==> src/rtl/binary_to_ternary_converter_if.sv <==
// Operand/result handshake bundle between a binary producer, the radix
// converter and the downstream ternary consumer.
interface binary_to_ternary_converter_if #(
  parameter int BIN_WIDTH = 8,
  parameter int TRITS     = 6
);
  logic                 in_valid;
  logic                 in_ready;
  logic [BIN_WIDTH-1:0] in_bin;
  logic                 out_valid;
  logic                 out_ready;
  logic [2*TRITS-1:0]   out_trits;
  logic                 overflow;
  logic                 busy;

  // Driver side: supplies operands and consumes results.
  modport master (
    output in_valid, in_bin, out_ready,
    input  in_ready, out_valid, out_trits, overflow, busy
  );

  // Converter side.
  modport slave (
    input  in_valid, in_bin, out_ready,
    output in_ready, out_valid, out_trits, overflow, busy
  );
endinterface

==> src/rtl/binary_to_ternary_converter.sv <==
// Sequential binary-to-ternary converter: one trit per clock by repeated
// divide-by-3, fixed TRITS-cycle latency, valid/ready on both sides.
module binary_to_ternary_converter #(
  parameter int BIN_WIDTH = 8,
  parameter int TRITS     = 6
) (
  input logic                          clk,
  input logic                          rst,
  binary_to_ternary_converter_if.slave bus
);

  localparam int CNT_W = $clog2(TRITS + 1);
  localparam logic [BIN_WIDTH-1:0] DIV3 = BIN_WIDTH'(3);
  localparam logic [CNT_W-1:0] LAST_CNT = CNT_W'(TRITS - 1);

  typedef enum logic [1:0] {
    IDLE    = 2'd0,
    CONVERT = 2'd1,
    DONE    = 2'd2
  } state_t;

  state_t               state;
  state_t               state_d;
  logic [BIN_WIDTH-1:0] value;
  logic [CNT_W-1:0]     cnt;
  logic [2*TRITS-1:0]   trits;
  logic                 ovf;

  logic                 accept;
  logic                 step;
  logic                 last_step;
  logic [BIN_WIDTH-1:0] quo;
  logic [1:0]           rem;

  // Remainder is always 0..2, so the 2'b11 code can never be produced.
  always_comb begin
    quo = value / DIV3;
    rem = 2'(value % DIV3);
  end

  always_comb begin
    state_d   = state;
    accept    = 1'b0;
    step      = 1'b0;
    last_step = 1'b0;
    case (state)
      IDLE: begin
        if (bus.in_valid) begin
          accept  = 1'b1;
          state_d = CONVERT;
        end
      end
      CONVERT: begin
        step = 1'b1;
        if (cnt == LAST_CNT) begin
          last_step = 1'b1;
          state_d   = DONE;
        end
      end
      DONE: begin
        if (bus.out_ready) begin
          state_d = IDLE;
        end
      end
      default: state_d = IDLE;
    endcase
  end

  always_ff @(posedge clk) begin
    if (rst) begin
      state <= IDLE;
    end else begin
      state <= state_d;
    end
  end

  // Datapath: load on acceptance, shift out one digit per CONVERT cycle;
  // results are held untouched through DONE and the following IDLE.
  always_ff @(posedge clk) begin
    if (rst) begin
      value <= '0;
      cnt   <= '0;
      trits <= '0;
      ovf   <= 1'b0;
    end else if (accept) begin
      value <= bus.in_bin;
      cnt   <= '0;
      trits <= '0;
      ovf   <= 1'b0;
    end else if (step) begin
      value <= quo;
      cnt   <= cnt + CNT_W'(1);
      for (int i = 0; i < TRITS; i++) begin
        if (cnt == CNT_W'(i)) begin
          trits[2*i +: 2] <= rem;
        end
      end
      if (last_step) begin
        ovf <= (quo != '0);
      end
    end
  end

  always_comb begin
    bus.in_ready  = (state == IDLE);
    bus.out_valid = (state == DONE);
    bus.busy      = (state != IDLE);
    bus.out_trits = trits;
    bus.overflow  = ovf;
  end

endmodule

==> src/flat_wrapper.sv <==
// flat-port wrapper written by rule: the top's interface ports become plain ports
module binary_to_ternary_converter_flat 
#(
  parameter int BIN_WIDTH = 8,
  parameter int TRITS     = 6
)
  (clk, rst, bus_in_valid, bus_in_bin, bus_out_ready, bus_in_ready, bus_out_valid, bus_out_trits, bus_overflow, bus_busy);
  binary_to_ternary_converter_if #(.BIN_WIDTH(BIN_WIDTH), .TRITS(TRITS)) bus_i ();
  input logic clk;
  input logic rst;
  input wire logic [$bits(bus_i.in_valid)-1:0] bus_in_valid;
  input wire logic [$bits(bus_i.in_bin)-1:0] bus_in_bin;
  input wire logic [$bits(bus_i.out_ready)-1:0] bus_out_ready;
  output wire logic [$bits(bus_i.in_ready)-1:0] bus_in_ready;
  output wire logic [$bits(bus_i.out_valid)-1:0] bus_out_valid;
  output wire logic [$bits(bus_i.out_trits)-1:0] bus_out_trits;
  output wire logic [$bits(bus_i.overflow)-1:0] bus_overflow;
  output wire logic [$bits(bus_i.busy)-1:0] bus_busy;
  assign bus_i.in_valid = bus_in_valid;
  assign bus_i.in_bin = bus_in_bin;
  assign bus_i.out_ready = bus_out_ready;
  assign bus_in_ready = bus_i.in_ready;
  assign bus_out_valid = bus_i.out_valid;
  assign bus_out_trits = bus_i.out_trits;
  assign bus_overflow = bus_i.overflow;
  assign bus_busy = bus_i.busy;
  binary_to_ternary_converter #(.BIN_WIDTH(BIN_WIDTH), .TRITS(TRITS)) u_core (.clk(clk), .rst(rst), .bus(bus_i));
endmodule
==> config.mk <==
export PLATFORM = sky130hd
export DESIGN_NAME = binary_to_ternary_converter_flat
export DESIGN_NICKNAME = d
export VERILOG_FILES = /design/src/rtl/binary_to_ternary_converter_if.sv /design/src/rtl/binary_to_ternary_converter.sv /design/src/flat_wrapper.sv
export SDC_FILE = /design/constraint.sdc
export NUM_CORES = 1
export LEC_CHECK = 0
export BUFFER_PORTS_ARGS = -buffer_cell sky130_fd_sc_hd__buf_2
export CAP_MARGIN = 20
export CORE_MARGIN = 3
export CORE_UTILIZATION = 62
export DETAILED_ROUTE_END_ITERATION = 6
export PLACE_DENSITY_LB_ADDON = 0.3
export SYNTH_ARGS = -nofsm -noshare
export SYNTH_HDL_FRONTEND = slang
export SYNTH_SLANG_ARGS = --single-unit
export TNS_END_PERCENT = 30
==> constraint.sdc <==
create_clock -name clk -period 8.8 [get_ports clk]
set_input_delay 1.76 -clock clk [delete_from_list [all_inputs] [get_ports clk]]
set_output_delay 1.76 -clock clk [all_outputs]
set_load 0.01 [all_outputs]
After elaboration in Yosys (flattened, before gate mapping)
Cells that the tools add are included.
{"block": "op_classes", "n_addsub": 1, "div_mod_pow": 2, "eq_ne": 10, "n_mux": 11, "n_reduce_logical": 14}
{"operator": "2-to-1 mux 8 bit", "count": 2}
{"operator": "AND reduction 2 bit", "count": 7}
{"operator": "divider 8 x 2 -> 8 bit (second input constant)", "count": 1}
{"operator": "modulo 8 x 2 -> 8 bit (second input constant)", "count": 1}
{"operator": "nonzero test 8 bit", "count": 1}
{"operator": "equality test 3 x 2 -> 1 bit (second input constant)", "count": 2}
{"operator": "equality test 3 bit (second input constant)", "count": 2}
{"operator": "2-to-1 mux 2 bit", "count": 3}
{"operator": "one-hot mux 2 bit (3 select lines)", "count": 1}
{"operator": "2-to-1 mux 1 bit", "count": 5}
{"operator": "inequality test 2 bit (second input constant)", "count": 2}
{"operator": "nonzero test 2 bit", "count": 2}
{"operator": "adder 3 x 1 -> 3 bit (second input constant)", "count": 1}
{"operator": "equality test 3 x 1 -> 1 bit (second input constant)", "count": 1}
{"operator": "logical NOT 3 bit", "count": 1}
{"operator": "AND reduction 3 bit", "count": 1}
{"operator": "equality test 2 x 1 -> 1 bit (second input constant)", "count": 1}
{"operator": "equality test 2 bit (second input constant)", "count": 1}
{"operator": "logical NOT 2 bit", "count": 1}
{"operator": "inequality test 2 x 1 -> 1 bit (second input constant)", "count": 1}
{"operator": "OR reduction 2 bit", "count": 1}
{"block": "word_totals", "regBits": 26, "inputBits": 12, "out_inout_bits": 16}

Logic depth before layout (Yosys ltp)
{"block": "depth", "ltp_word": 4, "depth_mapped": 15, "depth_no_buf": 12}

Least setup slack after synthesis
OpenSTA, ideal clock, no wires.
{"block": "synth_timing", "path_type": "reg-to-reg", "start": "register u_core.value[6]", "end": "register u_core.trits[4], in the netlist u_core.bus.out_trits[4]", "setup_time_ns": 0.131, "t_arrival_ns": 2.863, "path_slack_ns": 5.807, "path_stages_with_launch": 14, "n_path_buf": 2, "synth_period_minus_slack_ns": 2.993, "cell_sequence": "dfxtp_1 > buf_6 > nor3b_1 > a32oi_1 > o2bb2ai_1 > nand3_1 > ha_1 > o31ai_1 > o31ai_2 > ha_1 > a2111o_1 > buf_6 > nand4b_1 > o211ai_1"}
{"block": "synth_via", "elab_chain_cells": 1}
{"item": "from (decl)", "line": "binary_to_ternary_converter.sv:24", "source": "logic [BIN_WIDTH-1:0] value;"}
{"item": "from (signal assigned)", "line": "binary_to_ternary_converter.sv:86", "source": "value <= bus.in_bin;"}
{"item": "from (signal assigned)", "line": "binary_to_ternary_converter.sv:91", "source": "value <= quo;"}
{"item": "modulo 8 x 2 -> 8 bit", "line": "binary_to_ternary_converter.sv:38", "source": "rem = 2'(value % DIV3);"}
{"item": "to (signal, indexed assignment)", "line": "binary_to_ternary_converter.sv:95", "source": "trits[2*i +: 2] <= rem;"}
{"item": "to (decl)", "line": "binary_to_ternary_converter.sv:26", "source": "logic [2*TRITS-1:0] trits;"}
No other way between the ends.
A chain may end at the register's enable or synchronous reset.

Final worst setup path
{"block": "layout_timing", "start": "register u_core.value[4]", "end": "register u_core.trits[2], in the netlist u_core.bus.out_trits[2]"}
Same word-level chain as after synthesis.

==> impl_metrics.tcl <==
set metrics [dict create \
    cts_root_buffer "clkbuf_4" \
    synthDominantCellAreaShare_pct 26.5 \
    rows 19 \
    p_leak_uw 0.000800 \
    drc_errors 0 \
    ys_types 53 \
    dp.final_hpwl_um 3310 \
    cts_tree "built" \
    cts.reportedPaths.clkPinSlew_ns 0.16 \
    wl_um 4780 \
    post_drt_wl_per_cell_um 15.5 \
    diodes 0 \
    final.setup_skew_ns 0.00610 \
    r2r_end "u_core.bus.out_trits[2]" \
    rrSetupSlack_ns 4.85 \
    finalWeightedCongestion 0.842 \
    crit_slowest_cell "dfxtp_1" \
    die_x_um 62.3 \
    critPathKind "flop to flop" \
    synth_most_common_cell "nand3_1" \
    fmax_mhz 253 \
    p_per_area_nw_per_um2 153 \
    crit_chain "nor4b_1 > a32oi_1 > o2bb2ai_1 > nand3_1 > ha_1 > o31ai_1 > o31ai_2 > ha_1 > nor3b_1 > nand4_1 > nand4b_1 > o211ai_1" \
    firstDrtPassIters 4 \
    die_y_um 62.3 \
    crit_start "u_core.value[4]" \
    fillCellCount 241 \
    synth_edf_count 0 \
    dp_slack_ns 4.93 \
    ctsResizeCount 0 \
    yosys_warnings 0 \
    synth_area_per_cell_um2 7.71 \
    ys.flop_type "dfxtp_1" \
    cp-start-kind "flop" \
    grt_first_pass_wirelength_um 8090 \
    nNetsFinal 287 \
    post-route-util_pct 73.5 \
    hold_viol 0 \
    grt_pass1_vias 1776 \
    setup_viol 0 \
    finalMaxSlewViolations 0 \
    port_buffers 27 \
    postLayoutCellArea_um2 2110 \
    crit_arrival_ns 4.17 \
    overflow 0 \
    timing.final.crit_period_ns 3.95 \
    reg2reg_from "u_core.value[4]" \
    fin_crit_sh_pct 44.9 \
    fin_ws_ns 4.85 \
    yosysTopAreaCell "dfxtp_1" \
    synthTopCellsByArea "dfxtp_1, nand3_1, ha_1" \
    grt_max_degree 23 \
    rsz0062_at_grt "false" \
    die_area_um2 3880 \
    drtIter0Drc 181 \
    coreArea_um2 2880 \
    placed_area_um2 2050 \
    synth_cells 255 \
    cts-htree-levels 1 \
    tightest_slew_ns 0.991 \
    via_per_inst 6.40 \
    ant_nets 0 \
    clkSinkCount 26 \
    hold_buffers 0 \
    holdCritPathClass "flop to flop" \
    peakVddDrop_mv 0.147 \
    cts-buffers-inserted 3 \
    ys_async_sr_fraction_pct 0 \
    synth_nets 274 \
    worst-path-max-fanout 22 \
    gr-usage-all-layers_pct 24.6 \
    ys_seq_elements 26 \
    synth_area_um2 1970 \
    postCtsSetupRepairBufs 0 \
    slowest_delay_ns 0.82 \
    drive_above_1_share_pct 15.7 \
    initial_utilization_pct 68.4 \
    timing.slew.headroom_pct 33.8 \
    status "finished clean" \
    clock_latency_ns 0.33 \
    antenna_found_initial 0 \
    area_growth_pct 7.51 \
    finalSetupTns_ns 0 \
    endpoint "u_core.bus.out_trits[2]" \
    maxCapViolCount 0 \
    cp-end-kind "flop" \
    rr_worst_depth 12 \
    clock_tree.buffer_depth 2 \
    seq_area_frac_synth_pct 26.5 \
    yosys-top-cells-count "nand3_1, dfxtp_1, nor2_1, nand2_1" \
    cpMostUsedCell "ha_1" \
    worstPathRequired_ns 9.02 \
    num_vias 1977 \
    pin_count 28 \
]
==> routing by layer <==
metal	up-vias	track usage (%)	routed length (um)
met5	-	0	0
met4	0	5.51	47
met3	6	3.60	291
met2	80	39.8	2220
met1	918	34.7	2220
li1	973	-	-
==> critical path, delay by kind of cell, from the launching register on <==
family,cells,cell delay [ns]
DFF,1,0.82
and+or+nand+nor,5,1.33
AOI/OAI and AO/OA,5,1.07
adders and majority gates,2,0.61
==> power by group <==
group / leakage [uW] / internal [uW] / switching, uW / total (uW)
Sequential: 0.000212 / 123 / 14.6 / 138
Combinational: 0.000561 / 37.3 / 64.3 / 102
Clock: 0.0000279 / 46.1 / 38.7 / 84.8
Total: 0.000800 / 207 / 118 / 324
==> cells by family (layout without fill, tap and decap cells) <==
logic type,after synthesis,after routing,share of synthesized area (%)
DFF,26,26,26.5
muxes,3,3,1.53
and+or+nand+nor,121,121,33.7
AOI/OAI and AO/OA,65,65,24.7
buffers and inverters,29,41,7.00
adders and majority gates,7,7,4.45
xor gates and xnor gates,4,4,2.16
==> flip-flops by register name (all words and copies together), names as in the netlist <==
name / flops
u_core.value: 8
u_core.bus.out_trits: 12
u_core.bus.overflow: 1
u_core.state: 2
u_core.cnt: 3
==> worst min path at each step <==
stage | start | end | slack [ns] | cells past startpoint
after global placement | u_core.bus.out_trits[11] | u_core.bus.out_trits[11] | 0.46 | 2
after detailed placement | u_core.bus.out_trits[11] | u_core.bus.out_trits[11] | 0.47 | 2
final | u_core.bus.out_trits[11] | u_core.bus.out_trits[11] | 0.48 | 2
after floorplan | u_core.state[1] | u_core.state[0] | 0.45 | 1
after global routing | u_core.bus.out_trits[11] | u_core.bus.out_trits[11] | 0.50 | 2
after CTS | u_core.bus.out_trits[11] | u_core.bus.out_trits[11] | 0.49 | 2
==> layout make-up <==
cell class	count	area [um^2]	share of cell area, %
Tap cell	42	52.6	2.49
Inverter	9	33.8	1.60
Sequential cell	26	520	24.6
Clock buffer	3	22.5	1.07
Multi-Input combinational cell	200	1310	61.9
Timing Repair Buffer	28	146	6.92
Clock inverter	1	30.0	1.42
==> metrics by stage <==
stage | hold slack, ns | power [uW] | instances
2_1_floorplan | 0.450 | 220 | 255
5_1_grt | 0.503 | 338 | 309
3_5_place_dp | 0.471 | 238 | 304
6_report | 0.481 | 324 | 309
3_3_place_gp | 0.456 | 235 | 304
4_1_cts | 0.491 | 322 | 308
==> placed cells by master (no fill, tap or decap), types with 2 or more instances in the layout <==
master | netlist | final
or4bb_1 | 2 | 2
clkbuf_4 | 0 | 3
dfxtp_1 | 26 | 26
nand2b_1 | 8 | 8
a22oi_1 | 4 | 4
nand2_1 | 19 | 19
or3b_2 | 2 | 2
ha_1 | 7 | 7
nor3b_1 | 2 | 2
nand4_1 | 8 | 8
nand3b_1 | 3 | 3
and2_1 | 2 | 2
a31oi_1 | 2 | 2
nand3_1 | 31 | 31
nand4b_1 | 3 | 3
nor2_1 | 21 | 21
o2111ai_1 | 3 | 3
o21ai_0 | 10 | 10
nor2b_1 | 6 | 6
o2bb2ai_1 | 2 | 2
a21oi_1 | 11 | 11
a221oi_1 | 3 | 3
xnor2_1 | 2 | 2
buf_2 | 5 | 27
nor3_1 | 5 | 5
a2111oi_0 | 2 | 2
inv_1 | 9 | 9
o211ai_1 | 11 | 11
mux2i_1 | 3 | 3
a211oi_1 | 2 | 2
a21o_1 | 2 | 2
and3_1 | 5 | 5
No activity file was read; power rests on OpenSTA's default activity.
